**src/rtl/xadc_drp_pkg.sv**
```systemverilog
// rtl/xadc_drp_pkg.sv - shared DRP widths, arbiter states and XADC register addresses
package xadc_drp_pkg;

  localparam int DRP_ADDR_WIDTH_C = 7;
  localparam int DRP_DATA_WIDTH_C = 16;

  typedef enum logic [1:0] {
    IDLE,
    ISSUE,
    WAIT
  } arb_state_e;

  localparam logic [DRP_ADDR_WIDTH_C-1:0] XADC_TEMP_C    = 7'h00;
  localparam logic [DRP_ADDR_WIDTH_C-1:0] XADC_VCCINT_C  = 7'h01;
  localparam logic [DRP_ADDR_WIDTH_C-1:0] XADC_VCCAUX_C  = 7'h02;
  localparam logic [DRP_ADDR_WIDTH_C-1:0] XADC_VCCBRAM_C = 7'h06;
  localparam logic [DRP_ADDR_WIDTH_C-1:0] XADC_VAUX0_C   = 7'h10;
  localparam logic [DRP_ADDR_WIDTH_C-1:0] XADC_VAUX1_C   = 7'h11;
  localparam logic [DRP_ADDR_WIDTH_C-1:0] XADC_VAUX2_C   = 7'h12;
  localparam logic [DRP_ADDR_WIDTH_C-1:0] XADC_VAUX3_C   = 7'h13;
  localparam logic [DRP_ADDR_WIDTH_C-1:0] XADC_CFG0_C    = 7'h40;
  localparam logic [DRP_ADDR_WIDTH_C-1:0] XADC_CFG1_C    = 7'h41;
  localparam logic [DRP_ADDR_WIDTH_C-1:0] XADC_CFG2_C    = 7'h42;

endpackage

```
**src/rtl/rr_arbiter.sv**
```systemverilog
// rtl/rr_arbiter.sv - combinational round-robin pick: first request at or above ptr, else wrap
module rr_arbiter #(
  parameter int N_P     = 2,
  parameter int IDX_W_P = (N_P > 1) ? $clog2(N_P) : 1
) (
  input  logic [N_P-1:0]     req_i,
  input  logic [IDX_W_P-1:0] ptr_i,
  output logic [N_P-1:0]     gnt_o,
  output logic [IDX_W_P-1:0] idx_o
);

  logic [N_P-1:0] mask;
  logic [N_P-1:0] req_hi;
  logic [N_P-1:0] pick;

  always_comb begin
    mask = '0;
    for (int i = 0; i < N_P; i++) begin
      mask[i] = (i >= int'(ptr_i));
    end
    req_hi = req_i & mask;
    // Nothing at or above the pointer means the search wraps to bit 0.
    pick  = (|req_hi) ? req_hi : req_i;
    gnt_o = '0;
    idx_o = '0;
    for (int i = N_P - 1; i >= 0; i--) begin
      if (pick[i]) begin
        gnt_o    = '0;
        gnt_o[i] = 1'b1;
        idx_o    = IDX_W_P'(i);
      end
    end
  end

endmodule

```
**src/rtl/xadc_drp_arbiter.sv**
```systemverilog
// rtl/xadc_drp_arbiter.sv - round-robin sharing of one XADC DRP port, one transaction at a time
module xadc_drp_arbiter
  import xadc_drp_pkg::*;
#(
  parameter int NR_OF_REQ_P = 2,
  parameter int TIMEOUT_P   = 255
) (
  input  logic                                     dclk_i,
  input  logic                                     reset_i,
  input  logic [NR_OF_REQ_P-1:0]                   req_valid_i,
  input  logic [NR_OF_REQ_P-1:0]                   req_we_i,
  input  logic [DRP_ADDR_WIDTH_C*NR_OF_REQ_P-1:0]  req_addr_i,
  input  logic [DRP_DATA_WIDTH_C*NR_OF_REQ_P-1:0]  req_di_i,
  output logic [NR_OF_REQ_P-1:0]                   req_ready_o,
  output logic [NR_OF_REQ_P-1:0]                   rsp_valid_o,
  output logic [DRP_DATA_WIDTH_C-1:0]              rsp_data_o,
  output logic                                     rsp_err_o,
  output logic [DRP_ADDR_WIDTH_C-1:0]              daddr_o,
  output logic [DRP_DATA_WIDTH_C-1:0]              di_o,
  output logic                                     den_o,
  output logic                                     dwe_o,
  input  logic [DRP_DATA_WIDTH_C-1:0]              do_i,
  input  logic                                     drdy_i,
  output logic                                     arb_busy_o
);

  localparam int IDX_W_C = (NR_OF_REQ_P > 1) ? $clog2(NR_OF_REQ_P) : 1;
  localparam int AW_C    = DRP_ADDR_WIDTH_C;
  localparam int DW_C    = DRP_DATA_WIDTH_C;
  localparam logic [15:0] TIMEOUT_C = 16'(TIMEOUT_P);

  arb_state_e               state_q, state_d;
  logic [IDX_W_C-1:0]       ptr_q, ptr_d;
  logic [NR_OF_REQ_P-1:0]   owner_q, owner_d;
  logic [AW_C-1:0]          daddr_q, daddr_d;
  logic [DW_C-1:0]          di_q, di_d;
  logic [15:0]              cnt_q, cnt_d, cnt_inc;
  logic [NR_OF_REQ_P-1:0]   ready_q, ready_d;
  logic                     den_q, den_d;
  logic                     dwe_q, dwe_d;
  logic [NR_OF_REQ_P-1:0]   rsp_valid_q, rsp_valid_d;
  logic [DW_C-1:0]          rsp_data_q, rsp_data_d;
  logic                     rsp_err_q, rsp_err_d;

  logic [NR_OF_REQ_P-1:0]   gnt;
  logic [IDX_W_C-1:0]       gnt_idx;
  logic [AW_C-1:0]          addr_arr [NR_OF_REQ_P];
  logic [DW_C-1:0]          di_arr   [NR_OF_REQ_P];

  for (genvar g = 0; g < NR_OF_REQ_P; g++) begin : g_unpack
    assign addr_arr[g] = req_addr_i[g*AW_C +: AW_C];
    assign di_arr[g]   = req_di_i[g*DW_C +: DW_C];
  end

  rr_arbiter #(
    .N_P     (NR_OF_REQ_P),
    .IDX_W_P (IDX_W_C)
  ) u_rr_arbiter (
    .req_i (req_valid_i),
    .ptr_i (ptr_q),
    .gnt_o (gnt),
    .idx_o (gnt_idx)
  );

  assign cnt_inc = cnt_q + 16'd1;

  always_comb begin
    state_d     = state_q;
    ptr_d       = ptr_q;
    owner_d     = owner_q;
    daddr_d     = daddr_q;
    di_d        = di_q;
    cnt_d       = cnt_q;
    ready_d     = '0;
    den_d       = 1'b0;
    dwe_d       = 1'b0;
    rsp_valid_d = '0;
    rsp_data_d  = rsp_data_q;
    rsp_err_d   = rsp_err_q;
    unique case (state_q)
      IDLE: begin
        if (|req_valid_i) begin
          state_d = ISSUE;
          owner_d = gnt;
          daddr_d = addr_arr[gnt_idx];
          di_d    = di_arr[gnt_idx];
          ready_d = gnt;
          den_d   = 1'b1;
          dwe_d   = req_we_i[gnt_idx];
          if (int'(gnt_idx) == NR_OF_REQ_P - 1) begin
            ptr_d = '0;
          end else begin
            ptr_d = gnt_idx + 1'b1;
          end
        end
      end
      ISSUE: begin
        state_d = WAIT;
        cnt_d   = '0;
      end
      WAIT: begin
        cnt_d = cnt_inc;
        // DRDY wins over a timeout landing on the same edge.
        if (drdy_i) begin
          state_d     = IDLE;
          rsp_valid_d = owner_q;
          rsp_data_d  = do_i;
          rsp_err_d   = 1'b0;
        end else if (cnt_inc == TIMEOUT_C) begin
          state_d     = IDLE;
          rsp_valid_d = owner_q;
          rsp_data_d  = '0;
          rsp_err_d   = 1'b1;
        end
      end
      default: state_d = IDLE;
    endcase
  end

  always_ff @(posedge dclk_i or posedge reset_i) begin
    if (reset_i) begin
      state_q     <= IDLE;
      ptr_q       <= '0;
      owner_q     <= '0;
      daddr_q     <= '0;
      di_q        <= '0;
      cnt_q       <= '0;
      ready_q     <= '0;
      den_q       <= 1'b0;
      dwe_q       <= 1'b0;
      rsp_valid_q <= '0;
      rsp_data_q  <= '0;
      rsp_err_q   <= 1'b0;
    end else begin
      state_q     <= state_d;
      ptr_q       <= ptr_d;
      owner_q     <= owner_d;
      daddr_q     <= daddr_d;
      di_q        <= di_d;
      cnt_q       <= cnt_d;
      ready_q     <= ready_d;
      den_q       <= den_d;
      dwe_q       <= dwe_d;
      rsp_valid_q <= rsp_valid_d;
      rsp_data_q  <= rsp_data_d;
      rsp_err_q   <= rsp_err_d;
    end
  end

  assign req_ready_o = ready_q;
  assign rsp_valid_o = rsp_valid_q;
  assign rsp_data_o  = rsp_data_q;
  assign rsp_err_o   = rsp_err_q;
  assign daddr_o     = daddr_q;
  assign di_o        = di_q;
  assign den_o       = den_q;
  assign dwe_o       = dwe_q;
  assign arb_busy_o  = (state_q != IDLE);

endmodule

```
**config.mk**
```make
export PLATFORM = sky130hd
export DESIGN_NAME = xadc_drp_arbiter
export DESIGN_NICKNAME = d
export VERILOG_FILES = /design/src/rtl/xadc_drp_pkg.sv /design/src/rtl/rr_arbiter.sv /design/src/rtl/xadc_drp_arbiter.sv
export SDC_FILE = /design/constraint.sdc
export NUM_CORES = 1
export LEC_CHECK = 0
export ABC_AREA = 1
export CORE_MARGIN = 3
export CORE_UTILIZATION = 40
export CTS_CLUSTER_SIZE = 28
export DETAILED_ROUTE_END_ITERATION = 8
export GPL_TIMING_DRIVEN = 0
export PLACE_DENSITY_LB_ADDON = 0.08
export SLEW_MARGIN = 10
export SYNTH_ARGS = -nofsm -noshare
export SYNTH_HDL_FRONTEND = slang
export SYNTH_SLANG_ARGS = --single-unit
```
**constraint.sdc**
```tcl
create_clock -name dclk_i -period 2.58 [get_ports dclk_i]
set_clock_uncertainty 0.15 [all_clocks]
set_input_delay 0.774 -clock dclk_i [delete_from_list [all_inputs] [get_ports dclk_i]]
set_output_delay 0.774 -clock dclk_i [all_outputs]
set_load 0.01 [all_outputs]
```
==> results of run 1 <==
cell type report:
| class | instances | area (µm²) | area share [%] |
|---|---|---|---|
| Sequential cell | 67 | 1680 | 35.6 |
| Inverter | 30 | 116 | 2.47 |
| Tap cell | 99 | 124 | 2.63 |
| Timing Repair Buffer | 115 | 1160 | 24.6 |
| Multi-Input combinational cell | 277 | 1290 | 27.4 |
| Clock buffer | 11 | 151 | 3.22 |
| Clock inverter | 5 | 108 | 2.29 |
| Buffer | 16 | 82.6 | 1.75 |
cells by family (layout without fill, tap and decap cells):
logic type	Yosys count	after routing	share of synthesized area (%)
and+or+nand+nor	206	206	27.3
DFF	67	67	53.0
AOI/OAI and AO/OA	62	62	10.4
buffers and inverters	46	177	6.18
adders and majority gates	5	5	1.98
xor gates and xnor gates	4	4	1.11
registers in the layout (all words and copies together), names as in the netlist:
signal and flops:
state_q 2, rsp_data_o 16, ptr_q 1, owner_q 2, dwe_o 1, den_o 1
rsp_valid_o 2, req_ready_o 2, daddr_o 7, di_o 16, cnt_q 16, rsp_err_o 1
path summary, 6_finish.rpt:
path	start	to	slack, ps	depth (start not counted)
min reg2reg	rsp_data_o[3]	rsp_data_o[3]	330	2
max in group asynchronous	reset_i	cnt_q[11]	940	3
max reg2reg	cnt_q[1]	rsp_err_o	390	15
min	rsp_data_o[3]	rsp_data_o[3]	330	2
max	state_q[0]	arb_busy_o	240	4
min in group asynchronous	reset_i	rsp_data_o[4]	740	2
per-layer routing:
metal	share of wire (%)	wire (µm)	vias to the layer above	track usage [%]
li1	-	-	1505	-
met1	43	3500	1369	23.5
met2	46	3790	114	30.6
met3	9.6	789	12	7.65
met4	1.6	131	0	8.17
met5	0	0	-	0
metrics by stage:
step           std cells  instance area, µm²  worst slack, ps  util (%)  hold WS [ps]
3_3_place_gp         603                4430            -25.3      59.5           303
2_1_floorplan        390                3160              633         -           313
6_report             620                4710              238      63.2           325
4_1_cts              620                4710              216      63.2           331
3_5_place_dp         604                4450             -125      59.7           312
5_1_grt              620                4710             75.4      63.2           354
critical path: cells and delay by family (launching register included):
| family | cells | cell delay [ps] |
|---|---|---|
| flip-flops | 1 | 370 |
| adder cells (fa/ha/maj) | 1 | 210 |
| buffers and inverters | 3 | 490 |
timing repair:
action	in CTS	in global routing
gates resized for setup	1	0
hold buffers	0	0
setup endpoints to repair	1	0
report_power, final:
group / switching [mW] / internal [mW] / leakage [nW]
Combinational: 0.950 / 0.929 / 1.08
Clock: 0.420 / 0.700 / 0.130
Sequential: 0.199 / 1.43 / 0.856
Total: 1.57 / 3.06 / 2.06
cells in the final DEF (no fill, tap or decap), types with 3 or more instances in the layout:
| master | count |
|---|---|
| sky130_fd_sc_hd__buf_6 | 3 |
| sky130_fd_sc_hd__bufinv_16 | 3 |
| sky130_fd_sc_hd__clkbuf_1 | 13 |
| sky130_fd_sc_hd__clkbuf_8 | 11 |
| sky130_fd_sc_hd__clkdlybuf4s50_1 | 113 |
| sky130_fd_sc_hd__dfrtp_1 | 67 |
| sky130_fd_sc_hd__ha_1 | 5 |
| sky130_fd_sc_hd__inv_1 | 28 |
| sky130_fd_sc_hd__nand2_1 | 117 |
| sky130_fd_sc_hd__nand2_2 | 5 |
| sky130_fd_sc_hd__nand3_1 | 30 |
| sky130_fd_sc_hd__nand4_1 | 5 |
| sky130_fd_sc_hd__nor2_1 | 41 |
| sky130_fd_sc_hd__nor2_2 | 5 |
| sky130_fd_sc_hd__o21ai_0 | 52 |
| sky130_fd_sc_hd__o22ai_1 | 7 |
| sky130_fd_sc_hd__xor2_1 | 4 |
==> reports/results.ini, run 1 <==
[yosys]
synthFlopType = sky130_fd_sc_hd__dfrtp_1
ys_async_sr_fraction_pct = 100
post_synth_inst_count = 390
synth-edff-count = 0
ys_top_cells_by_area = sky130_fd_sc_hd__dfrtp_1 (53%), sky130_fd_sc_hd__nand2_1 (14%), sky130_fd_sc_hd__o21ai_0 (8.2%)
synthMostInstantiatedCell = sky130_fd_sc_hd__nand2_1
synth.lib_cells_used.distinct = 21
yosysTopAreaCell = sky130_fd_sc_hd__dfrtp_1
synth.cell_area_mm2 = 0.00316
synth.top_cell.area_share_pct = 53.0
postSynthAreaPerCell_um2 = 8.10
synth.ff_latch_count = 67
synth_warnings = 0
synth_common_cells = sky130_fd_sc_hd__nand2_1 (117), sky130_fd_sc_hd__dfrtp_1 (67), sky130_fd_sc_hd__o21ai_0 (52)
synth-seq-area-share_pct = 53.0
post_syn_nets = 464

[worst_setup_path]
cpMaxStageDelayCell = sky130_fd_sc_hd__dfrtp_1
critical_path_class = reg2out
crit_path_max_fanout = 3
critPathRequiredTime_ps = 1660
timing.critical_path.slowest_cell_delay_ps = 370
worst-endpoint-arrival_ps = 1420
cp-start-kind = register
crit_path_most_repeated_cell = sky130_fd_sc_hd__inv_1
sort_of_element_at_the_end_of_the_critical_path = output port
crit_path_cells = inv_1, ha_1, inv_1, dlygate4sd2_1

[route]
detail_route.iter0.violations = 115
detail_route.wl_per_cell_um = 13.2
drt-total-wl_mm = 8.21
viasPerCell = 4.84
number_of_iterations_in_the_first_detailed_routing_pass = 4
num_vias = 3000
route.detailed.drc = 0
ant_nets = 0

[power_and_ir_drop]
max-vdd-ir-drop_mv = 0.608
pwr_density_cell_mw_per_mm2 = 983
p_leak_nw = 2.06
power.total_mw = 4.62

[timing]
slew_violations = 0
max_freq_mhz = 427
final-setup-viol-count = 0
post-route-period-util_pct = 90.8
rel_slew_slack_pct = 51.2
fin_tns_setup_ps = 0
rsz0062_at_grt = false
min_period_ps = 2340
report.final.hold_viol_count = 0
worst_slew_pin_slew_ps = 730

[cells_and_area]
synthToLayoutAreaGrowth_pct = 48.9
n_antenna_cell = 0
fillerInstances = 651
drive_gt1_share_pct = 6.53
final_net_count = 590

[job]
cap_violations = 0

[clock_tree]
ctsHtreeMaxLevel = 3
post-cts-setup-buffers = 0
tritoncts = built
path_clk_slew_ps = 80
cts_inserted_buffers = 9
worst_skew_pair.late_latency_ps = 350
cts_root_buffer = sky130_fd_sc_hd__clkbuf_8
cts.path.max_buffers = 2
cts_num_sinks = 67

[placed_design]
port_buffers = 114
finalWeightedCongestion = 0.842
detailedPlacementHpwl_mm = 6.13

[grt]
antenna_found_initial = 0
number_of_global_route_vias_before_repair = 2917
grtUsageTotal_pct = 19.4
wire_length_of_the_first_global_routing_pass_mm = 13.5
global_route.overflow_total = 0
largest_net_degree_at_the_start_of_global_routing = 36

[floorplan]
fp-row-count = 31
io_pins = 116
die_w_um = 94.9
initial_core_util_pct = 42.4
design.die.area_mm2 = 0.00900
die_h_um = 94.9
core_area_mm2 = 0.00745

[outcome]
run_status = complete, no violations

[hold_path]
hold_class = reg2reg

(Power assumes the default switching activity.)
==> inputs of run 2 (changes only) <==
CORE_MARGIN = 8   (was 3)
GPL_TIMING_DRIVEN = unset   (was 0)
==> run 2 against run 1 <==
Against the previous run:
- clock power is 22% lower
- via count shrank 1.6%
- cell count down 0.48%
- utilization down 2.9 points
- first-iteration DRC count shrank 19%
- worst hold slack worse by 1.5 ps
- largest cell class unchanged
- flip-flop and latch count stayed put
- maximum frequency rose by 0.91%
- total power down 5.3%
- worst setup slack improved by 21 ps
- sequential power about the same
==> reports/results.ini, run 2 (synthesized netlist as in run 1, its figures left out) <==
[outcome]
run_status = complete, no violations

[timing]
worst_slew_pin_slew_ps = 463
report.final.hold_viol_count = 0
fin_tns_setup_ps = 0
max_freq_mhz = 431
hold_slack_ps = 324
post-route-period-util_pct = 90.0
min_period_ps = 2320
rel_slew_slack_pct = 69.1
slew_violations = 0
final-setup-viol-count = 0
rsz0062_at_grt = false

[clock_tree]
cts.path.max_buffers = 2
ctsHtreeMaxLevel = 3
cts_root_buffer = sky130_fd_sc_hd__clkbuf_8
post-cts-setup-buffers = 0
path_clk_slew_ps = 80
cts_num_sinks = 67
cts_inserted_buffers = 9
worst_skew_pair.late_latency_ps = 330
post_cts_hold_buffer_count = 0
ctsResizeCount = 1
tritoncts = built

[worst_setup_path]
regToRegStartpoint = cnt_q[1]
sort_of_element_at_the_end_of_the_critical_path = output port
crit_path_max_fanout = 3
regToRegEndpoint = rsp_err_o
critical_path_class = reg2out
worst_setup_path_startpoint = state_q[0]
worst-endpoint-arrival_ps = 1400
cpMaxStageDelayCell = sky130_fd_sc_hd__dfrtp_1
crit_path_cells = inv_1, ha_1, inv_1, dlygate4sd2_1
r2r_setup_slack_ps = 420
depth_of_the_most_critical_reg_to_reg_path = 11
timing.critical_path.slowest_cell_delay_ps = 380
endpoint = arb_busy_o
critPathRequiredTime_ps = 1660
cp-start-kind = register
crit_path_most_repeated_cell = sky130_fd_sc_hd__inv_1

[floorplan]
die_h_um = 105
fp-row-count = 32
io_pins = 116
core_area_mm2 = 0.00769
initial_core_util_pct = 41.1
die_w_um = 105
design.die.area_mm2 = 0.0110

[route]
detail_route.iter0.violations = 93
viasPerCell = 4.78
ant_nets = 0
number_of_iterations_in_the_first_detailed_routing_pass = 4
num_vias = 2951
detail_route.wl_per_cell_um = 13.9
route.detailed.drc = 0
drt-total-wl_mm = 8.57

[power_and_ir_drop]
power.total_mw = 4.38
p_leak_nw = 2.05
pwr_density_cell_mw_per_mm2 = 945
combPwrFrac_pct = 43.0
max-vdd-ir-drop_mv = 0.383
power.sequential.fraction_pct = 37.0
clockPowerShare_pct = 19.9
switching_share_pct = 35.7
net_switching_mw = 1.56
internal_power_mw = 2.82

[cells_and_area]
n_antenna_cell = 0
synthToLayoutAreaGrowth_pct = 46.7
layout_commonest_cell = sky130_fd_sc_hd__nand2_1
drive_gt1_share_pct = 7.77
mostFrequentLayoutCells = sky130_fd_sc_hd__nand2_1 (117), sky130_fd_sc_hd__clkdlybuf4s50_1 (114), sky130_fd_sc_hd__dfrtp_1 (67)
final_net_count = 584

[placed_design]
port_buffers = 115
finalWeightedCongestion = 0.798
detailedPlacementHpwl_mm = 6.46

[grt]
global_route.overflow_total = 0
grtUsageTotal_pct = 15.7
number_of_global_route_vias_before_repair = 3052
wire_length_of_the_first_global_routing_pass_mm = 14.3
largest_net_degree_at_the_start_of_global_routing = 39
antenna_found_initial = 0

[job]
cap_violations = 0

[hold_path]
hold_class = reg2reg

==> run 2: metrics by stage <==
stage / worst slack (ps) / std cells / cell area (µm²) / utilization [%]
after floorplan: 633 / 390 / 3160 / -
after global placement: 330 / 601 / 4440 / 57.7
after detailed placement: 280 / 601 / 4440 / 57.7
after CTS: 229 / 617 / 4630 / 60.3
after global routing: 100 / 617 / 4640 / 60.3
final: 259 / 617 / 4640 / 60.3
==> run 2: worst min path at each step <==
stage                               from        endpoint  slack [ps]  depth (start not counted)
final                     rsp_data_o[14]  rsp_data_o[14]         320                          2
after global routing      rsp_data_o[14]  rsp_data_o[14]         340                          2
after CTS                 rsp_data_o[10]  rsp_data_o[10]         330                          2
after detailed placement  rsp_data_o[10]  rsp_data_o[10]         310                          2
after global placement     rsp_data_o[3]   rsp_data_o[3]         300                          2
after floorplan               owner_q[0]  rsp_valid_o[0]         310                          2
==> run 2: cell type report <==
class / instances / area, µm²
Clock buffer: 9 / 124
Timing Repair Buffer: 125 / 1220
Multi-Input combinational cell: 277 / 1290
Sequential cell: 67 / 1680
Clock inverter: 7 / 73.8
Fill cell: 690 / 3050
Inverter: 30 / 116
Tap cell: 102 / 128
==> run 2: per-layer routing <==
layer	share of wire, %	up-vias	track usage [%]
met3	9.7	10	7.13
met2	46	98	24.7
met5	0	-	0
met1	43	1350	18.3
met4	1.3	0	6.42
li1	-	1493	-
==> run 2: worst max-delay path, delay by kind of cell (launching register included) <==
family / cells / cell delay (ps)
buf+inv: 3 / 470
flops: 1 / 380
fa+ha+maj: 1 / 220
==> run 2: power groups by stage <==
stage                     combinational [mW]  sequential (mW)  clock (mW)
final                                   1.89             1.62       0.874
after global routing                    2.09             1.67       0.935
after CTS                               1.93             1.62       0.908
after detailed placement                1.92             1.64           0
after global placement                  1.90             1.63           0
after floorplan                        0.714             1.78           0
